### config.mk
export PLATFORM = sky130hd
export DESIGN_NAME = ysyx_22041071_mem_wb_tx
export DESIGN_NICKNAME = d
export VERILOG_FILES = /design/src/rtl/ysyx_22041071_mem_wb_tx.sv
export SDC_FILE = /design/constraint.sdc
export NUM_CORES = 1
export LEC_CHECK = 0
export ABC_AREA = 1
export CORE_MARGIN = 2
export CORE_UTILIZATION = 47
export DETAILED_ROUTE_END_ITERATION = 8
export GPL_ROUTABILITY_DRIVEN = 1
export PLACE_DENSITY = 0.8
export REMOVE_ABC_BUFFERS = 1
export SLEW_MARGIN = 30
export SYNTH_ARGS = -nofsm -noshare
export SYNTH_HDL_FRONTEND = slang
export SYNTH_SLANG_ARGS = --single-unit
### constraint.sdc
create_clock -name clk -period 6.7 [get_ports clk]
set_input_delay 0.67 -clock clk [delete_from_list [all_inputs] [get_ports clk]]
set_output_delay 0.67 -clock clk [all_outputs]
set_load 0.005 [all_outputs]
### src/rtl/ysyx_22041071_mem_wb_tx.sv
// ---------------------------------------------------------------------------
// ysyx_22041071_mem_wb_tx
//
// Transmit side of the MEM->WB stage interface. It accepts finished MEM-stage
// results, formats load data (byte/half/word extraction with sign or zero
// extension) and buffers them in a 2-entry skid FIFO. A valid/ready handshake
// then presents the results to the WB stage.
//
// Ports:
//   clk          system clock, all state updates on the rising edge
//   reset        synchronous active-low reset (0 = reset asserted)
//   flush        drop every buffered entry; push/pop are ignored that cycle
//   in_valid     MEM result valid
//   in_ready     FIFO can accept a result this cycle
//   in_pc        PC of the instruction
//   in_ins       instruction word
//   in_reg_w_en  instruction writes rd
//   in_rdest     destination register index
//   in_alu_data  non-load result
//   in_is_load   result comes from a memory read
//   in_load_op   load funct3
//   in_rdata     raw 64-bit aligned memory read data
//   in_addr_lo   byte offset of the load address
//   valid6       WB payload valid
//   ready6       WB accepts the payload
//   PC6, Ins5, reg_w_en4, rdest3, WB_data1
//                head entry payload, all zero while the FIFO is empty
// ---------------------------------------------------------------------------
module ysyx_22041071_mem_wb_tx #(
    parameter int unsigned ADDR_W = 64,
    parameter int unsigned INS_W  = 32,
    parameter int unsigned DATA_W = 64
) (
    input  logic              clk,
    input  logic              reset,
    input  logic              flush,

    input  logic              in_valid,
    output logic              in_ready,
    input  logic [ADDR_W-1:0] in_pc,
    input  logic [INS_W-1:0]  in_ins,
    input  logic              in_reg_w_en,
    input  logic [4:0]        in_rdest,
    input  logic [DATA_W-1:0] in_alu_data,
    input  logic              in_is_load,
    input  logic [2:0]        in_load_op,
    input  logic [DATA_W-1:0] in_rdata,
    input  logic [2:0]        in_addr_lo,

    output logic              valid6,
    input  logic              ready6,
    output logic [ADDR_W-1:0] PC6,
    output logic [INS_W-1:0]  Ins5,
    output logic              reg_w_en4,
    output logic [4:0]        rdest3,
    output logic [DATA_W-1:0] WB_data1
);

    // -----------------------------------------------------------------------
    // Load data formatting
    // -----------------------------------------------------------------------
    logic [7:0]        ld_byte;
    logic [15:0]       ld_half;
    logic [31:0]       ld_word;
    logic [DATA_W-1:0] ld_fmt;
    logic [DATA_W-1:0] wb_data_in;
    logic              reg_w_en_in;

    always_comb begin
        // Offset bits below the access size are ignored by construction.
        ld_byte = in_rdata[{in_addr_lo, 3'b000} +: 8];
        ld_half = in_rdata[{in_addr_lo[2:1], 4'b0000} +: 16];
        ld_word = in_rdata[{in_addr_lo[2], 5'b00000} +: 32];
        ld_fmt  = '0;
        case (in_load_op)
            3'b000:  ld_fmt = {{(DATA_W-8){ld_byte[7]}}, ld_byte};
            3'b001:  ld_fmt = {{(DATA_W-16){ld_half[15]}}, ld_half};
            3'b010:  ld_fmt = {{(DATA_W-32){ld_word[31]}}, ld_word};
            3'b011:  ld_fmt = in_rdata;
            3'b100:  ld_fmt = {{(DATA_W-8){1'b0}}, ld_byte};
            3'b101:  ld_fmt = {{(DATA_W-16){1'b0}}, ld_half};
            3'b110:  ld_fmt = {{(DATA_W-32){1'b0}}, ld_word};
            default: ld_fmt = '0;
        endcase
    end

    assign wb_data_in  = in_is_load ? ld_fmt : in_alu_data;
    // x0 is hard-wired to zero, so never request a write to it.
    assign reg_w_en_in = in_reg_w_en & (in_rdest != 5'd0);

    // -----------------------------------------------------------------------
    // 2-entry FIFO storage and control
    // -----------------------------------------------------------------------
    logic [ADDR_W-1:0] pc_q   [2];
    logic [INS_W-1:0]  ins_q  [2];
    logic              wen_q  [2];
    logic [4:0]        rd_q   [2];
    logic [DATA_W-1:0] data_q [2];

    logic [1:0] count_q, count_d;
    logic       wr_ptr_q, wr_ptr_d;
    logic       rd_ptr_q, rd_ptr_d;
    logic       push, pop;

    // in_ready looks only at the registered count: no ready6 pass-through.
    assign in_ready = reset & (count_q != 2'd2);
    assign valid6   = (count_q != 2'd0);
    assign push     = in_valid & in_ready;
    assign pop      = valid6 & ready6;

    always_comb begin
        count_d  = count_q;
        wr_ptr_d = wr_ptr_q;
        rd_ptr_d = rd_ptr_q;
        if (flush) begin
            count_d  = 2'd0;
            wr_ptr_d = 1'b0;
            rd_ptr_d = 1'b0;
        end else begin
            if (push) begin
                wr_ptr_d = ~wr_ptr_q;
            end
            if (pop) begin
                rd_ptr_d = ~rd_ptr_q;
            end
            if (push && !pop) begin
                count_d = count_q + 2'd1;
            end else if (pop && !push) begin
                count_d = count_q - 2'd1;
            end
        end
    end

    always_ff @(posedge clk) begin
        if (!reset) begin
            count_q  <= 2'd0;
            wr_ptr_q <= 1'b0;
            rd_ptr_q <= 1'b0;
            for (int i = 0; i < 2; i++) begin
                pc_q[i]   <= '0;
                ins_q[i]  <= '0;
                wen_q[i]  <= 1'b0;
                rd_q[i]   <= 5'd0;
                data_q[i] <= '0;
            end
        end else begin
            count_q  <= count_d;
            wr_ptr_q <= wr_ptr_d;
            rd_ptr_q <= rd_ptr_d;
            if (push && !flush) begin
                pc_q[wr_ptr_q]   <= in_pc;
                ins_q[wr_ptr_q]  <= in_ins;
                wen_q[wr_ptr_q]  <= reg_w_en_in;
                rd_q[wr_ptr_q]   <= in_rdest;
                data_q[wr_ptr_q] <= wb_data_in;
            end
        end
    end

    // -----------------------------------------------------------------------
    // Head payload, forced to zero while empty
    // -----------------------------------------------------------------------
    always_comb begin
        PC6       = '0;
        Ins5      = '0;
        reg_w_en4 = 1'b0;
        rdest3    = 5'd0;
        WB_data1  = '0;
        if (valid6) begin
            PC6       = pc_q[rd_ptr_q];
            Ins5      = ins_q[rd_ptr_q];
            reg_w_en4 = wen_q[rd_ptr_q];
            rdest3    = rd_q[rd_ptr_q];
            WB_data1  = data_q[rd_ptr_q];
        end
    end

endmodule

Word-level counts from Yosys, hierarchy flattened:

Memory sizes are Yosys's and may differ from the RTL's. A register that Yosys moved wholly into a read port is not among the register bits.
Index checks and enable logic that the tools add are counted.

* add/subtract/negate cells: 2
* equal/unequal tests: 7
* shift-type cells: 3
* muxes and demuxes: 38
* bitwise gates (word level): 7
* reduce and logical (&&, ||, !) cells: 16

Operators with widths (count)
* $pmux 64 s7: 1
* $mux 64: 5
* $reduce_or 64->1: 2
* $mux 32: 2
* $shiftx 64x7->16: 1
* $shiftx 64x7->32: 1
* $shiftx 64x7->8: 1
* $reduce_or 32->1: 1
* $mux 1: 26
* $mux 5: 2
* $eq 3x3->1 const B: 3
* $eq 3x2->1 const B: 2
* $reduce_bool 5->1: 1
* $reduce_or 5->1: 1
* $and 1x1->1: 4
* $mux 2: 2
* $reduce_bool 2->1: 2
* $eq 3x1->1 const B: 1
* $logic_and 1x1->1: 3
* $logic_not 1->1: 3
* $logic_not 3->1: 1
* $not 1->1: 3
* $add 2x1->2 const B: 1
* $ne 2x2->1 const B: 1
* 3 further kinds: 3

* flip-flop bits (word level): 4
* bits in writable memories: 332
* bits of input ports: 242
* output and inout port bits: 168
* word-level logic and storage cells: 81
* memories: 5

Memory list
* data_q: words 2, width 64, rd ports 1, clocked after Yosys merged registers in 1, wr ports 2, RTL line 98 `logic [DATA_W-1:0] data_q [2];`
* pc_q: words 2, width 64, rd ports 1, clocked after Yosys merged registers in 1, wr ports 2, RTL line 94 `logic [ADDR_W-1:0] pc_q [2];`
* ins_q: words 2, width 32, rd ports 1, clocked after Yosys merged registers in 1, wr ports 2, RTL line 95 `logic [INS_W-1:0] ins_q [2];`
* rd_q: words 2, width 5, rd ports 1, clocked after Yosys merged registers in 1, wr ports 2, RTL line 97 `logic [4:0] rd_q [2];`
* wen_q: words 2, width 1, rd ports 1, clocked after Yosys merged registers in 1, wr ports 2, RTL line 96 `logic wen_q [2];`

Logic depth before layout (Yosys ltp):

Gate-level depths: netlist (run 1).

* word-level depth: 9
* gate-level depth with buffers: 12
* mapped depth without buffers: 9

Least setup slack after synthesis (run 1):

Ideal clock, no wire load.

* kind: input-to-reg
* start point: input port reset
* end point: memory data_q[0][0] (enable)
* setup time: 0.531 ns
* arrival time: 5.036 ns
* data required time: 6.169 ns
* slack: 1.132 ns
* cell stages on the path: 8
* path buffers: 3
* path through: inv_2 > a21oi_2 > and2_1 > buf_4 > nand3_4 > buf_2 > buf_2 > nand2_1

RTL lines
* from (decl): RTL line 35 `input logic reset,`
* to (decl): RTL line 98

==> run_results.csv, run 1 <==
group,metric,value,unit
floorplan,core-area,0.03574,mm²
outcome,outcome,"completed",
worst_hold_path,hold_depth,2,
power,ir_worst_vdd,0.1442,mV
layout,regArea,0.01005,mm²
global_routing,grt.total_usage,27.44,%
sta,period_needed,4.114,ns
critical_path,cp_slowest_stage_delay,0.61,ns
sta,finalHoldViolations,0,
cts,cts_buffers,37,
global_routing,grt_pass1_wl,81640,µm
critical_path,cp-end-kind,"output pin",
synthesis,yosysTopAreaCell,"edfxtp_1",
layout,layout.cells.most_common_list,"635 x nand2_1, 407 x clkdlybuf4s50_1, 330 x edfxtp_1, 321 x a21oi_1, 238 x nor2_1",
floorplan,die-area,0.03799,mm²
critical_path,cp_cell_sequence,"buf_4 -> buf_4 -> buf_16 -> nand2_1 -> a21oi_1 -> clkdlybuf4s50_1",
critical_path,crit_type,"register to output pin",
sta,whs,0.4764,ns
layout,drive_gt1_share,4.328,%
critical_path,r2r-end,"data_q[1][14]",
critical_path,worstPathRequired,6.03,ns
placed_design,place_ws,2.433,ns
detailed_routing,ant_nets,0,
detailed_routing,wire_per_inst,18.92,µm
power,pwr_density_cell,229.6,mW/mm²
critical_path,cp_data_arrival_time,3.44,ns
synthesis,yosysSeqAreaShare,58.67,%
detailed_routing,vias,15591,
global_routing,grt_max_degree,168,
layout,layout.nets,2571,
detailed_routing,detail_route.first_pass.iterations,6,
sta,final.setup_skew,0.02374,ns
sta,worst_pin_slew,0.8987,ns
synthesis,ys_warn_count,0,
global_routing,gr-total-overflow,0,
worst_hold_path,worstHoldStart,"rd_ptr_q",
placed_design,dpl.hpwl,34450,µm
detailed_routing,drc,0,
sta,period_share,61.40,%
synthesis,syn_inst,2001,
cts,clk_path_buf_depth,3,
floorplan,start_util,47.93,%
synthesis,synth.distinct_cells,28,
power,p_total,0.005205,W
detailed_routing,initialDrtViolationCount,1625,
sta,fmax,243.1,MHz
critical_path,reg2reg_depth,6,
cts,h-tree-depth,2,
synthesis,synth_area_leaders,"edfxtp_1 58%, nand2_1 14%, a21oi_1 9.4%",
detailed_routing,totalWireLength,53380,µm
floorplan,die_y,194.9,µm
critical_path,r2r-start,"count_q[0]",
placed_design,place.gp.congestion,0.9289,
placed_design,place_area,0.02139,mm²
cts,postCtsSetupBuffers,0,
cts,cts_tree,"built",
critical_path,r2r_slack,3.28,ns
sta,drv_slew,0,
cts,path_clk_slew,0.06,ns
power,p_leak,8.986,nW
critical_path,worst_path_most_repeated_cell,"buf_4",
sta,setup_slack,2.586,ns
layout,syn2layout_area_growth,32.32,%
sta,setup_violations,0,
synthesis,ys_seq_elements,337,
layout,layout_commonest_cell,"nand2_1",
global_routing,antenna_found_initial,10,
critical_path,start_kind,"register",
layout,multi_input_area,0.005864,mm²
floorplan,die_x,194.9,µm
layout,final_area,0.02267,mm²
placed_design,numPortBuffers,409,
critical_path,cpMaxStageDelayCell,"dfxtp_4",
cts,cts_hold_buf,0,
worst_hold_path,min_path_type,"register to register",
cts,clockRootBuffer,"clkbuf_16",
synthesis,synthesis.area,0.01713,mm²
sta,relSlewSlack,40.09,%
sta,rsz0062_at_grt,"no",
detailed_routing,vias_per_cell,5.525,
global_routing,grt_pass1_vias,15001,
cts,ctsResizeCount,0,
floorplan,ioPinCount,410,
cts,cts.sinks,337,
cts,clock_latency,0.54,ns
synthesis,avgSynthCellArea,8.561,µm²
synthesis,synth_top_area_share,57.85,%
job,maxCapViolations,0,
layout,fillerInstances,2913,
floorplan,num_rows,69,
critical_path,crit_fanout,60,
flip-flops by register name (all words and copies together), names as in the netlist, named ones only:
register / count
data_q: 128
pc_q: 128
ins_q: 64
rd_q: 10
count_q: 2
wen_q: 2
rd_ptr_q: 1
wr_ptr_q: 1
cells by family (layout without fill, tap and decap cells):
| group | count (synthesis) | after routing | share of synthesized area, % |
|---|---|---|---|
| simple gates | 962 | 962 | 21.96 |
| compound gates | 401 | 401 | 12.03 |
| flops | 337 | 337 | 58.67 |
| buf+inv | 300 | 656 | 7.275 |
| fa+ha+maj | 1 | 1 | 0.07303 |
| other cells | 0 | 4 | 0 |
worst max path at each step:
stage | start | end | slack (ns) | cells past startpoint
floorplan | register | Ins5[0] | -0.54 | 3
global placement | reset | data_q[1][6] | 2.47 | 7
detailed placement | reset | pc_q[1][45] | 2.43 | 7
CTS | register | PC6[41] | 2.37 | 5
global route | register | PC6[41] | 2.43 | 6
finish | register | PC6[41] | 2.59 | 6
synth_stat cells:
cell        n
a21oi_1   321
a21oi_2     1
a21oi_4     1
a22oi_1     3
and2_1      1
buf_1       6
buf_2      45
buf_4       5
buf_6       6
clkbuf_1   78
dfxtp_1     7
edfxtp_1  330
ha_1        1
inv_1     154
inv_2       6
nand2_1   638
nand2_4     1
nand3_1    75
nand3_2     1
nand3_4     2
nand4_1     1
nor2_1    239
nor2_2      3
nor4_1      1
o211ai_1   10
o21ai_0    62
o21ai_2     1
o22ai_1     2
power by group:
group / internal [W] / leakage (nW) / switching, W
registers: 0.00242 / 3.49 / 0.0000294
clock network: 0.00123 / 0.607 / 0.000842
logic: 0.000292 / 4.89 / 0.000391
cell type report:
type | instances | area share, %
diodes | 4 | 0.04416
inverters | 160 | 2.683
multi-input cells | 1364 | 25.87
clock inverters | 25 | 1.043
flip-flops and latches | 337 | 44.35
clock buffers | 43 | 4.416
well taps | 461 | 2.545
repair buffers | 428 | 19.04
routing by layer:
metal	share of wire, %	GRT usage, %
met1	37	35.16
met2	48	45.48
met3	11	6.958
met4	3.3	9.386
met5	0.13	0
worst max-delay path: cells and delay by family (launching register included):
family	cells	cell delay, ns
and+or+nand+nor	1	0.10
DFF	1	0.61
buffers and inverters	4	1.83
AOI/OAI and AO/OA	1	0.24
metrics by stage:
| stage | setup TNS (ns) | util, % | cells |
|---|---|---|---|
| finish | 0 | 63.42 | 2822 |
| global route | 0 | 63.42 | 2822 |
| CTS | 0 | 63.31 | 2817 |
| detailed placement | 0 | 59.85 | 2749 |
| global placement | 0 | 59.75 | 2748 |
| floorplan | -90.76 | - | 1861 |
(Power assumes the default switching activity.)
==> run 2: changes to the inputs <==
--- a/config.mk
+++ b/config.mk
@@ -7,10 +7,10 @@
 export LEC_CHECK = 0
 export ABC_AREA = 1
 export CORE_MARGIN = 2
-export CORE_UTILIZATION = 47
+export CORE_UTILIZATION = 46
 export DETAILED_ROUTE_END_ITERATION = 8
 export GPL_ROUTABILITY_DRIVEN = 1
-export PLACE_DENSITY = 0.8
+export PLACE_DENSITY = 0.82
 export REMOVE_ABC_BUFFERS = 1
 export SLEW_MARGIN = 30
 export SYNTH_ARGS = -nofsm -noshare
==> constraint.sdc (replaced) <==
create_clock -name clk -period 3.6 [get_ports clk]
set_input_delay 0.36 -clock clk [delete_from_list [all_inputs] [get_ports clk]]
set_output_delay 0.36 -clock clk [all_outputs]
set_load 0.005 [all_outputs]
==> run 2 against run 1 <==
Net effect: clock-buffer cell count is 1 higher; largest power group unchanged; largest cell class unchanged; non-clock buffer count increased by 10; utilization down 1.1 points; setup slack worse by 2.0 ns; clock skew down 0.0087 ns.
==> run_results.csv, run 2 (synthesis results as in run 1) <==
group,metric,value,unit
outcome,outcome,"completed",
cts,h-tree-depth,2,
floorplan,ioPinCount,410,
sta,final.setup_skew,0.01503,ns
sta,finalHoldViolations,0,
power,p_int,0.007331,W
sta,setup_violations,0,
global_routing,grt.total_usage,28.22,%
critical_path,r2r_slack,1.36,ns
power,p_leak,9.036,nW
detailed_routing,totalWireLength,56040,µm
critical_path,reg2reg_depth,6,
worst_hold_path,hold_path_end,"count_q[0]",
global_routing,gr-total-overflow,0,
detailed_routing,wire_per_inst,19.74,µm
cts,cts_hold_buf,0,
placed_design,place.gp.congestion,0.9742,
power,pwr_density_cell,424.4,mW/mm²
critical_path,r2r-start,"count_q[0]",
sta,setup_slack,0.5735,ns
cts,postCtsSetupBuffers,0,
critical_path,crit_family,"buffers and inverters",
cts,path_clk_slew,0.05,ns
detailed_routing,drc,0,
global_routing,antenna_found_initial,13,
cts,cts_buffers,37,
floorplan,die_x,197.0,µm
power,pwr-share-comb,13.4,%
floorplan,core-area,0.03661,mm²
critical_path,cp_data_arrival_time,2.67,ns
sta,worst_pin_slew,0.9973,ns
power,netSwitchingPower,0.002348,W
layout,layout.cells.most_common_list,"635 x nand2_1, 407 x clkdlybuf4s50_1, 330 x edfxtp_1, 321 x a21oi_1, 238 x nor2_1",
sta,rsz0062_at_grt,"no",
worst_hold_path,hold_depth,2,
detailed_routing,detail_route.first_pass.iterations,6,
critical_path,cp_cell_sequence,"inv_6 -> buf_4 -> nand2_1 -> a21oi_1 -> clkdlybuf4s50_1",
critical_path,crit_fanout,57,
layout,fillerInstances,3044,
placed_design,numPortBuffers,409,
floorplan,die_y,197.0,µm
placed_design,place_ws,0.6418,ns
critical_path,cp-end-kind,"output pin",
cts,ctsResizeCount,0,
power,sequentialPowerShare,47.1,%
critical_path,cpMaxStageDelayCell,"buf_4",
critical_path,critPathBufInv,3,
layout,layout_commonest_cell,"nand2_1",
floorplan,start_util,46.79,%
power,ir_worst_vdd,0.2896,mV
power,clockPowerShare,39.4,%
sta,relSlewSlack,33.51,%
cts,cts.sinks,337,
critical_path,worstPathRequired,3.24,ns
detailed_routing,ant_nets,0,
layout,drive_gt1_share,4.569,%
cts,cts_tree,"built",
global_routing,grt_max_degree,168,
global_routing,grt_pass1_vias,15347,
cts,clock_latency,0.53,ns
floorplan,die-area,0.03880,mm²
critical_path,cp_slowest_stage_delay,0.56,ns
power,swShare,24.26,%
layout,final_util,62.29,%
critical_path,crit_type,"register to output pin",
worst_hold_path,worstHoldStart,"flush",
cts,clk_path_buf_depth,3,
detailed_routing,initialDrtViolationCount,1516,
sta,drv_slew,0,
critical_path,start_kind,"register",
floorplan,num_rows,70,
cts,clockRootBuffer,"clkbuf_16",
placed_design,dpl.hpwl,36920,µm
layout,reg_top3,"data_q (128), pc_q (128), ins_q (64)",
detailed_routing,vias,15795,
global_routing,grt_pass1_wl,84980,µm
detailed_routing,vias_per_cell,5.564,
job,maxCapViolations,0,
layout,layout.nets,2581,
sta,whs,0.4691,ns
sta,period_needed,3.027,ns
layout,syn2layout_area_growth,33.12,%
worst_hold_path,min_path_type,"input pin to register",
sta,fmax,330.4,MHz
sta,period_share,84.07,%
critical_path,r2r-end,"ins_q[0][9]",
run 2: worst max path at each step:
stage / startpoint / endpoint / cells past startpoint / slack (ns)
detailed placement: in_addr_lo[1] / data_q[1][23] / 12 / 0.64
global route: register / WB_data1[32] / 5 / 0.37
finish: register / WB_data1[56] / 5 / 0.57
floorplan: count_q[1] / count_q[1] / 8 / -3.37
CTS: register / WB_data1[32] / 5 / 0.17
global placement: in_addr_lo[1] / data_q[1][63] / 12 / 0.69
run 2: layout make-up:
| cell class | instances | area [µm²] | area share [%] |
|---|---|---|---|
| flip-flops and latches | 337 | 10050 | 44.09 |
| multi-input cells | 1364 | 5859 | 25.69 |
| repair buffers | 438 | 4472 | 19.61 |
| clock buffers | 44 | 994.7 | 4.362 |
| inverters | 160 | 608.1 | 2.667 |
| well taps | 468 | 585.6 | 2.568 |
| clock inverters | 21 | 214.0 | 0.9382 |
| diodes | 7 | 17.52 | 0.07681 |
run 2: power by group through the flow:
stage	Combinational (W)	Clock, W	Sequential (W)
after floorplan	0.000546	0	0.00467
after global placement	0.00126	0	0.00463
after detailed placement	0.00128	0	0.00465
after CTS	0.00129	0.00385	0.00457
after global routing	0.00141	0.00400	0.00458
final	0.00130	0.00382	0.00456
run 2: per-stage QoR:
step | power, W | setup TNS [ns] | cells | area (µm²)
floorplan | 0.005213 | -1429.46 | 1861 | 16480
global placement | 0.005893 | 0 | 2766 | 21550
detailed placement | 0.005926 | 0 | 2766 | 21550
CTS | 0.009707 | 0 | 2831 | 22760
global route | 0.009991 | 0 | 2837 | 22800
finish | 0.009678 | 0 | 2839 | 22800
run 2: layer usage:
| layer | up-vias | GRT usage, % | wire length [µm] |
|---|---|---|---|
| li1 | 7286 | - | - |
| met1 | 7383 | 35.92 | 21080 |
| met2 | 973 | 47.32 | 27000 |
| met3 | 139 | 6.896 | 5867 |
| met4 | 14 | 9.496 | 1987 |
| met5 | - | 0 | 96 |
